**src/rtl/twiddle_conj_rot_if.sv**
```systemverilog
// Sample/result handshake bundle for the conjugate twiddle rotator.
// Master drives samples and result-ready; slave is the rotator.
interface twiddle_conj_rot_if #(
    parameter int W = 16
);
    logic [W-1:0] ra;
    logic [W-1:0] rb;
    logic         in_valid;
    logic         in_ready;
    logic [W-1:0] real_op;
    logic [W-1:0] image_op;
    logic         out_valid;
    logic         out_ready;
    logic         busy;

    modport master (
        output ra, rb, in_valid, out_ready,
        input  in_ready, real_op, image_op, out_valid, busy
    );

    modport slave (
        input  ra, rb, in_valid, out_ready,
        output in_ready, real_op, image_op, out_valid, busy
    );
endinterface

```
**src/rtl/twiddle_conj_rot.sv**
```systemverilog
// Serial shift-add rotator: (a + jb) * (1 - j)/sqrt2, Q1.(W-1).
// One constant-multiply bit per cycle, MSB-first, both components in lockstep.
module twiddle_conj_rot #(
    parameter int N = 4,
    parameter int W = 2**N,
    parameter int K = 23170
) (
    input logic clk,
    input logic rst,
    twiddle_conj_rot_if.slave bus
);
    localparam int AW = 2*W + 1;
    localparam int CW = $clog2(W) + 1;
    localparam logic [W-2:0] KV = K[W-2:0];
    localparam logic signed [AW-1:0] HI = AW'((64'sd1 <<< (W-1)) - 64'sd1);
    localparam logic signed [AW-1:0] LO = -HI - AW'(1);

    typedef enum logic [1:0] {IDLE, MUL, DONE} state_t;

    state_t state_q, state_d;
    logic signed [W:0]    sre_q, sre_d, sim_q, sim_d;
    logic signed [AW-1:0] are_q, are_d, aim_q, aim_d;
    logic [CW-1:0]        cnt_q, cnt_d;
    logic [W-1:0]         re_q, re_d, im_q, im_d;
    logic                 kbit;

    // Floor-shift the exact product back to Q1.(W-1) and clamp to range.
    function automatic logic [W-1:0] sat(input logic signed [AW-1:0] acc);
        logic signed [AW-1:0] sh;
        sh = acc >>> (W-1);
        if (sh > HI) sh = HI;
        else if (sh < LO) sh = LO;
        return sh[W-1:0];
    endfunction

    assign kbit = KV[cnt_q[CW-2:0]];

    // State and datapath registers; reset drops any sample in flight.
    always_ff @(posedge clk or negedge rst) begin
        if (!rst) begin
            state_q <= IDLE;
            sre_q   <= '0;
            sim_q   <= '0;
            are_q   <= '0;
            aim_q   <= '0;
            cnt_q   <= '0;
            re_q    <= '0;
            im_q    <= '0;
        end else begin
            state_q <= state_d;
            sre_q   <= sre_d;
            sim_q   <= sim_d;
            are_q   <= are_d;
            aim_q   <= aim_d;
            cnt_q   <= cnt_d;
            re_q    <= re_d;
            im_q    <= im_d;
        end
    end

    // Next state: capture sums, run W-1 shift-add steps, then round and hold.
    always_comb begin
        state_d = state_q;
        sre_d   = sre_q;
        sim_d   = sim_q;
        are_d   = are_q;
        aim_d   = aim_q;
        cnt_d   = cnt_q;
        re_d    = re_q;
        im_d    = im_q;
        unique case (state_q)
            IDLE: begin
                if (bus.in_valid) begin
                    sre_d   = $signed({bus.rb[W-1], bus.rb})
                            + $signed({bus.ra[W-1], bus.ra});
                    sim_d   = $signed({bus.rb[W-1], bus.rb})
                            - $signed({bus.ra[W-1], bus.ra});
                    are_d   = '0;
                    aim_d   = '0;
                    cnt_d   = CW'(W-2);
                    state_d = MUL;
                end
            end
            MUL: begin
                // Counter underflow into its top bit marks the rounding edge.
                if (!cnt_q[CW-1]) begin
                    are_d = (are_q <<< 1)
                          + (kbit ? {{(AW-W-1){sre_q[W]}}, sre_q} : '0);
                    aim_d = (aim_q <<< 1)
                          + (kbit ? {{(AW-W-1){sim_q[W]}}, sim_q} : '0);
                    cnt_d = cnt_q - CW'(1);
                end else begin
                    re_d    = sat(are_q);
                    im_d    = sat(aim_q);
                    state_d = DONE;
                end
            end
            DONE: begin
                if (bus.out_ready) state_d = IDLE;
            end
            default: state_d = IDLE;
        endcase
    end

    assign bus.in_ready  = (state_q == IDLE);
    assign bus.out_valid = (state_q == DONE);
    assign bus.busy      = (state_q != IDLE);
    assign bus.real_op   = re_q;
    assign bus.image_op  = im_q;
endmodule

```
**src/flat_wrapper.sv**
```systemverilog
// flat-port wrapper written by rule: the top's interface ports become plain ports
module twiddle_conj_rot_flat 
#(
    parameter int N = 4,
    parameter int W = 2**N,
    parameter int K = 23170
)
  (clk, rst, bus_ra, bus_rb, bus_in_valid, bus_out_ready, bus_in_ready, bus_real_op, bus_image_op, bus_out_valid, bus_busy);
  twiddle_conj_rot_if #(.W(W)) bus_i ();
  input logic clk;
  input logic rst;
  input wire logic [$bits(bus_i.ra)-1:0] bus_ra;
  input wire logic [$bits(bus_i.rb)-1:0] bus_rb;
  input wire logic [$bits(bus_i.in_valid)-1:0] bus_in_valid;
  input wire logic [$bits(bus_i.out_ready)-1:0] bus_out_ready;
  output wire logic [$bits(bus_i.in_ready)-1:0] bus_in_ready;
  output wire logic [$bits(bus_i.real_op)-1:0] bus_real_op;
  output wire logic [$bits(bus_i.image_op)-1:0] bus_image_op;
  output wire logic [$bits(bus_i.out_valid)-1:0] bus_out_valid;
  output wire logic [$bits(bus_i.busy)-1:0] bus_busy;
  assign bus_i.ra = bus_ra;
  assign bus_i.rb = bus_rb;
  assign bus_i.in_valid = bus_in_valid;
  assign bus_i.out_ready = bus_out_ready;
  assign bus_in_ready = bus_i.in_ready;
  assign bus_real_op = bus_i.real_op;
  assign bus_image_op = bus_i.image_op;
  assign bus_out_valid = bus_i.out_valid;
  assign bus_busy = bus_i.busy;
  twiddle_conj_rot #(.N(N), .W(W), .K(K)) u_core (.clk(clk), .rst(rst), .bus(bus_i));
endmodule
```
**config.mk**
```make
export PLATFORM = sky130hd
export DESIGN_NAME = twiddle_conj_rot_flat
export DESIGN_NICKNAME = d
export VERILOG_FILES = /design/src/rtl/twiddle_conj_rot_if.sv /design/src/rtl/twiddle_conj_rot.sv /design/src/flat_wrapper.sv
export SDC_FILE = /design/constraint.sdc
export NUM_CORES = 1
export LEC_CHECK = 0
export CORE_UTILIZATION = 60
export DETAILED_ROUTE_END_ITERATION = 6
export GPL_TIMING_DRIVEN = 0
export PLACE_DENSITY = 0.81
export SYNTH_ARGS = -nofsm -noshare
export SYNTH_HDL_FRONTEND = slang
export SYNTH_SLANG_ARGS = --single-unit
```
**constraint.sdc**
```tcl
create_clock -name clk -period 4.82 [get_ports clk]
set_input_delay 0.964 -clock clk [delete_from_list [all_inputs] [get_ports clk]]
set_output_delay 0.964 -clock clk [all_outputs]
set_load 0.01 [all_outputs]
```
==> results.toml, run 1 <==
[sta]
finalCritPeriodShare = 0.937
slew_violations = 0
finalCriticalPeriod_ns = 4.52
skew_ns = 0.0116
hold_viol = 0
max_freq_ghz = 0.221
slew_headroom = 0.396
tightest_slew_ns = 0.902
setup_viol = 0
rsz0062_at_grt = "false"

[run]
maxCapViolations = 0

[yosys]
postSynthCellCount = 1355
synth_edf_count = 0
yosysUniqueCellTypes = 77
synth_top_area_cell = "dfrtp_1"
netlist_area_mm2 = 0.0107
ys_async_sr_fraction = 1.00
synthTopCellsByCount = "nand2_1, o21ai_0, dfrtp_1, nor2_1, clkbuf_1"
synth.most_common_cell = "nand2_1"
seq_area_frac_synth = 0.322
synth.area.top_cells = "dfrtp_1, o21ai_0, ha_1, nand2_1, xnor2_1"
postSynthAreaPerCell_um2 = 7.86
ys_seq_elements = 137
syn_nets = 1463
synth_top_area_frac = 0.322
ys_warn_count = 0
synth-main-ff-cell = "dfrtp_1"

[drt]
drc = 0
ant_nets = 0
wirelength_um = 28600
vias = 10238
vias_per_cell = 6.08
wl_per_cell_um = 17.0
drt-pass1-iter-count = 5
drtIter0Drc = 582

[hold_path]
worstHoldPathType = "reg -> reg"

[outcome]
status = "finished, final reports clean"

[global_route]
grt_max_degree = 76
grt_pass1_vias = 9617
antenna_found_initial = 0
overflow = 0
grt_pass1_wl_um = 46900
grtUsageTotal = 0.325

[floorplanning]
die_x_um = 135
initial_core_util = 0.616
die_h_um = 135
core_area_mm2 = 0.0173
rows = 48
dieArea_mm2 = 0.0183
io_pins = 71

[worst_setup_path]
cpMostUsedCell = "inv_1"
cp.arrival_ns = 4.83
critPathCaptureType = "flip-flop"
cp_max_fo = 16
slowest_delay_ns = 0.67
cp_slowest_cell = "mux4_2"
rr_startpoint = "u_core.cnt_q[1]"
path_cells = "inv_1 -> ha_1 -> inv_1 -> mux4_2 -> clkbuf_2 -> and2_1 -> ha_1 -> inv_1 -> fa_1 -> nor2b_1 -> o31a_1 -> o21a_1 -> o21ai_1 -> o2bb2ai_4 -> o21ai_0 -> or3_1 -> a32o_1"
critical_path_class = "reg -> reg"
reg2reg_depth = 17
crit_path_start_kind = "flip-flop"
required_ns = 5.13
crit_start = "u_core.cnt_q[1]"
r2r_end = "u_core.aim_q[23]"
r2r_slack_ns = 0.30
crit_end = "u_core.aim_q[23]"

[clock_tree]
clk_latency_ns = 0.43
postCtsHoldBufs = 0
clk_path_buf_depth = 2
root_buffer = "clkbuf_16"
htreeDepth = 4
cts.sinks = 137
cts_buffers = 17
cts_tree = "done"
clk_pin_slew_worst_paths_ns = 0.06

[power]
ir_drop_mv = 0.404
power_w = 0.00912
leakagePower_nw = 5.27
power_density_mw_per_mm2 = 740

[finish]
drive_above_1_share = 0.0562
syn2layout_area_growth_pct = 15.6
postLayoutCellArea_mm2 = 0.0123
final_cells = 1683
antennaDiodeCount = 0
nNetsFinal = 1554

[placement]
place_hpwl_um = 20900
dpl_cell_area_mm2 = 0.0117
globalplace.congestion = 0.914
numPortBuffers = 70
dp_cells = 1651
==> cells in the final DEF (no fill, tap or decap), types with 7 or more instances in the layout <==
cell type,synthesis,layout
nand2_1,219,219
o21ai_0,171,171
dfrtp_1,137,137
nor2_1,115,115
clkbuf_1,71,70
clkdlybuf4s50_1,0,69
ha_1,68,68
inv_1,59,59
a21oi_1,58,58
xnor2_1,52,52
and2_1,36,36
nor3_1,29,29
xor2_1,29,29
nand3_1,28,28
clkbuf_16,0,17
o22ai_1,13,13
or3_1,13,13
nor2b_1,12,12
a31oi_1,12,12
nand2b_1,11,11
nor4_1,11,11
o21a_1,11,11
mux2i_1,11,11
o21bai_1,10,10
a21o_1,10,10
a22o_1,10,10
nand4_1,10,10
a211oi_1,10,9
o41ai_1,8,8
buf_4,6,8
o211ai_1,8,8
or4_1,7,7
==> registers in the layout (all words and copies together) (netlist names) <==
signal               flops
u_core.aim_q            33
u_core.are_q            32
u_core.state_q           2
u_core.sre_q            17
u_core.bus.image_op     16
u_core.cnt_q             5
u_core.sim_q            16
u_core.bus.real_op      16
==> repair_timing <==
item                       CTS  global route
resized for setup            1             7
setup endpoints to repair   11            15
pin swaps                    0             2
setup buffers                0             2
hold endpoints to repair     0             0
==> through the flow <==
stage	setup TNS [ns]	worst slack, ns	util	hold slack (ns)
2_1_floorplan	0	0.784	-	0.441
3_3_place_gp	-351.37	-2.57	0.673	0.452
3_5_place_dp	-1.50	-0.265	0.674	0.458
4_1_cts	0	0.0923	0.709	0.472
5_1_grt	0	0.0252	0.712	0.502
6_report	0	0.302	0.712	0.472
==> worst min path at each step <==
stage / startpoint / end / slack [ns] / cells past startpoint
2_1_floorplan: u_core.sim_q[11] / u_core.sim_q[11] / 0.44 / 1
3_3_place_gp: u_core.sim_q[11] / u_core.sim_q[11] / 0.45 / 1
3_5_place_dp: u_core.sim_q[11] / u_core.sim_q[11] / 0.46 / 1
4_1_cts: u_core.sim_q[11] / u_core.sim_q[11] / 0.47 / 1
5_1_grt: u_core.sre_q[11] / u_core.sre_q[11] / 0.50 / 2
6_report: u_core.sre_q[13] / u_core.sre_q[13] / 0.47 / 2
==> final cells by class <==
class	count	area (um^2)
sequential	137	3430
timing repair buffer	73	744
multi-input combinational	1064	6640
tap	225	282
clock inverter	12	164
inverter	64	240
buffer	89	373
clock buffer	19	443
fill	1423	4980
==> worst max-delay path, delay by kind of cell, from the launching register on <==
kind | cells | cell delay [ns]
compound gates | 6 | 1.64
flops | 1 | 0.40
mux | 1 | 0.67
simple gates | 3 | 0.62
buf+inv | 4 | 0.52
fa+ha+maj | 3 | 0.57
==> cells by family after synthesis <==
family	count (synthesis)	synth area share
AND/OR/NAND/NOR	517	0.225
AO/OA/AOI/OAI	377	0.223
buffers and inverters	154	0.0578
flip-flops	137	0.322
XOR/XNOR	81	0.0666
adder cells (fa/ha/maj)	72	0.0874
multiplexers	17	0.0188
==> per-layer routing <==
layer / routed length (um) / track usage / vias to the layer above
met5: 0 / 0 / -
met4: 1060 / 0.159 / 0
met3: 1600 / 0.0423 / 69
met2: 13600 / 0.536 / 392
met1: 12400 / 0.420 / 4867
li1: - / - / 4910
==> power breakdown <==
group	total [W]	switching (W)	internal (W)
combinational	0.00575	0.00357	0.00218
sequential	0.00200	0.000300	0.00170
clock	0.00136	0.000531	0.000832
No activity file was read; power rests on OpenSTA's default activity.
==> inputs of run 2 (changes only) <==
Settings changed: CAP_MARGIN set to 20.
==> results of run 2 <==
No change in the layout: final DEF, timing and power equal those of run 1.
==> inputs of run 3 (changes only) <==
Settings changed: CORE_UTILIZATION 60 to 55, CTS_CLUSTER_DIAMETER set to 30, PLACE_DENSITY 0.81 to 0.78.
Clock period 4.82 ns to 3.6 ns, I/O delays scaled along.
==> run 3 against run 2 <==
Against the previous run:
- the run now ends with negative setup slack left
- count of clock-buffer cells in the layout rose by 2
- routed wire length rose by 12%
- sequential cell count did not move
- largest power group unchanged
- highest routed layer unchanged
==> results.toml, run 3 (synthesis results as in run 1) <==
[power]
swShare = 0.466
netSwitchingPower_w = 0.00704
leakagePower_nw = 5.79
p_int_w = 0.00807
power_w = 0.0151
p_clk_frac = 0.137
combPwrFrac = 0.681
power_density_mw_per_mm2 = 1080
ir_drop_mv = 0.719
seq_power_share = 0.182

[floorplanning]
rows = 50
core_area_mm2 = 0.0188
initial_core_util = 0.566
die_h_um = 141
die_x_um = 141
io_pins = 71
dieArea_mm2 = 0.0199

[worst_setup_path]
reg2reg_depth = 20
critPathCaptureType = "flip-flop"
r2r_end = "u_core.aim_q[17]"
rr_startpoint = "u_core.cnt_q[1]"
crit_cells = 20
crit_path_start_kind = "flip-flop"
cp_slowest_cell = "mux4_2"
crit_end = "u_core.aim_q[17]"
path_cells = "inv_2 -> ha_4 -> inv_2 -> mux4_2 -> clkbuf_16 -> clkbuf_16 -> and2_4 -> ha_4 -> inv_2 -> fa_2 -> nor2b_4 -> o31a_1 -> o21a_2 -> buf_6 -> o2111ai_4 -> buf_6 -> o21ai_4 -> mux2i_1 -> xor2_1 -> o22ai_1"
cp.arrival_ns = 4.16
cpMostUsedCell = "inv_2"
crit_start = "u_core.cnt_q[1]"
slowest_delay_ns = 0.49
cp.buffers_inverters = 7
critical_path_class = "reg -> reg"
cp_max_fo = 6
required_ns = 3.88
r2r_slack_ns = -0.28
cp_top_family = "compound AO/OA/AOI/OAI gates"

[finish]
syn2layout_area_growth_pct = 31.4
largest_reg_flops = 33
fillers = 1368
final_cell_mix = "nand2_1, dfrtp_1, o21ai_0, nor2_1, clkdlybuf4s50_1"
final_util = 0.744
largest-register = "u_core.aim_q"
drive_above_1_share = 0.182
final_common_cell = "nand2_1"
nNetsFinal = 1616
postLayoutCellArea_mm2 = 0.0140
antennaDiodeCount = 0
top_regs = "u_core.aim_q x33, u_core.are_q x32, u_core.sre_q x17"

[drt]
drt-pass1-iter-count = 5
wirelength_um = 32000
drc = 0
wl_per_cell_um = 18.0
vias = 10691
vias_per_cell = 6.00
drtIter0Drc = 814
ant_nets = 0

[global_route]
top_usage_layer = "met2"
grtUsageTotal = 0.318
antenna_found_initial = 0
use_met3 = 0.0401
overflow = 0
grt_pass1_vias = 10186
grt_max_degree = 89
grt_pass1_wl_um = 50400
grt.met1_usage = 0.409
use_met2 = 0.541

[sta]
slew_violations = 0
skew_ns = 0.00819
finalCriticalPeriod_ns = 3.88
rsz0062_at_grt = "true"
fin_ws_ns = -0.280
setup_tns_ns = -4.26
finalCritPeriodShare = 1.08
max_freq_ghz = 0.258
tightest_slew_ns = 0.886
slew_headroom = 0.407
hold_viol = 0
setup_viol = 33

[clock_tree]
cts_tree = "done"
postCtsHoldBufs = 0
root_buffer = "clkbuf_16"
clk_path_buf_depth = 2
clk_latency_ns = 0.43
htreeDepth = 4
clk_pin_slew_worst_paths_ns = 0.06
cts.sinks = 137
cts_buffers = 17

[placement]
dpl_cell_area_mm2 = 0.0119
globalplace.congestion = 0.929
place_hpwl_um = 21000
numPortBuffers = 70

[hold_path]
worstHoldPathType = "in -> async"

[run]
maxCapViolations = 0

[outcome]
status = "finished with violations"
failed_checks = "negative setup slack"
==> run 3: cell types whose count changed in the layout (fill, tap and decap cells not counted), sizes merged <==
cell      change
clkinvlp      -3
clkbuf        +4
buf          +60
bufinv        +3
inv           -4
clkinv        +3
==> run 3: cell type report <==
type	instances	area [um^2]	share of cell area
plain buffers	89	448	0.0320
repair buffers	135	1290	0.0923
clock buffers	21	470	0.0336
clock inverters	11	215	0.0154
well taps	260	325	0.0232
multi-input cells	1064	7580	0.541
inverters	64	243	0.0173
flip-flops and latches	137	3430	0.245
==> run 3: how the worst min path moves through the flow <==
stage | from | endpoint | slack [ns]
finish | rst | u_core.bus.image_op[9] | 0.22
global route | rst | u_core.bus.image_op[9] | 0.26
CTS | rst | u_core.bus.image_op[9] | 0.24
detailed placement | u_core.sre_q[5] | u_core.sre_q[5] | 0.46
global placement | u_core.sre_q[7] | u_core.sre_q[7] | 0.45
floorplan | rst | u_core.aim_q[0] | 0.42
==> run 3: what timing repair did <==
action / 4_1_cts / 5_1_grt
setup endpoints to repair: 39 / 41
pin swaps: 56 / 69
gates cloned: 2 / 0
resized for setup: 117 / 90
hold endpoints to repair: 0 / 0
setup buffers: 42 / 26
==> run 3: power by group through the flow <==
stage	sequential, W	combinational (W)	clock, W
6_report	0.00275	0.0103	0.00206
5_1_grt	0.00282	0.0111	0.00213
4_1_cts	0.00272	0.00910	0.00206
3_5_place_dp	0.00270	0.00768	0
3_3_place_gp	0.00267	0.00754	0
2_1_floorplan	0.00266	0.00565	0
==> run 3: stage by stage <==
step / instances / hold slack, ns / setup WS, ns
6_report: 1781 / 0.218 / -0.280
3_3_place_gp: 1685 / 0.454 / -4.24
2_1_floorplan: 1355 / 0.424 / -0.127
3_5_place_dp: 1686 / 0.462 / -0.628
4_1_cts: 1761 / 0.237 / -0.207
5_1_grt: 1781 / 0.263 / -0.402
==> run 3: layer usage <==
metal / part of all wire / up-vias
li1: - / 5034
met1: 0.42 / 5137
met2: 0.49 / 438
met3: 0.059 / 82
met4: 0.032 / 0
met5: 0 / -
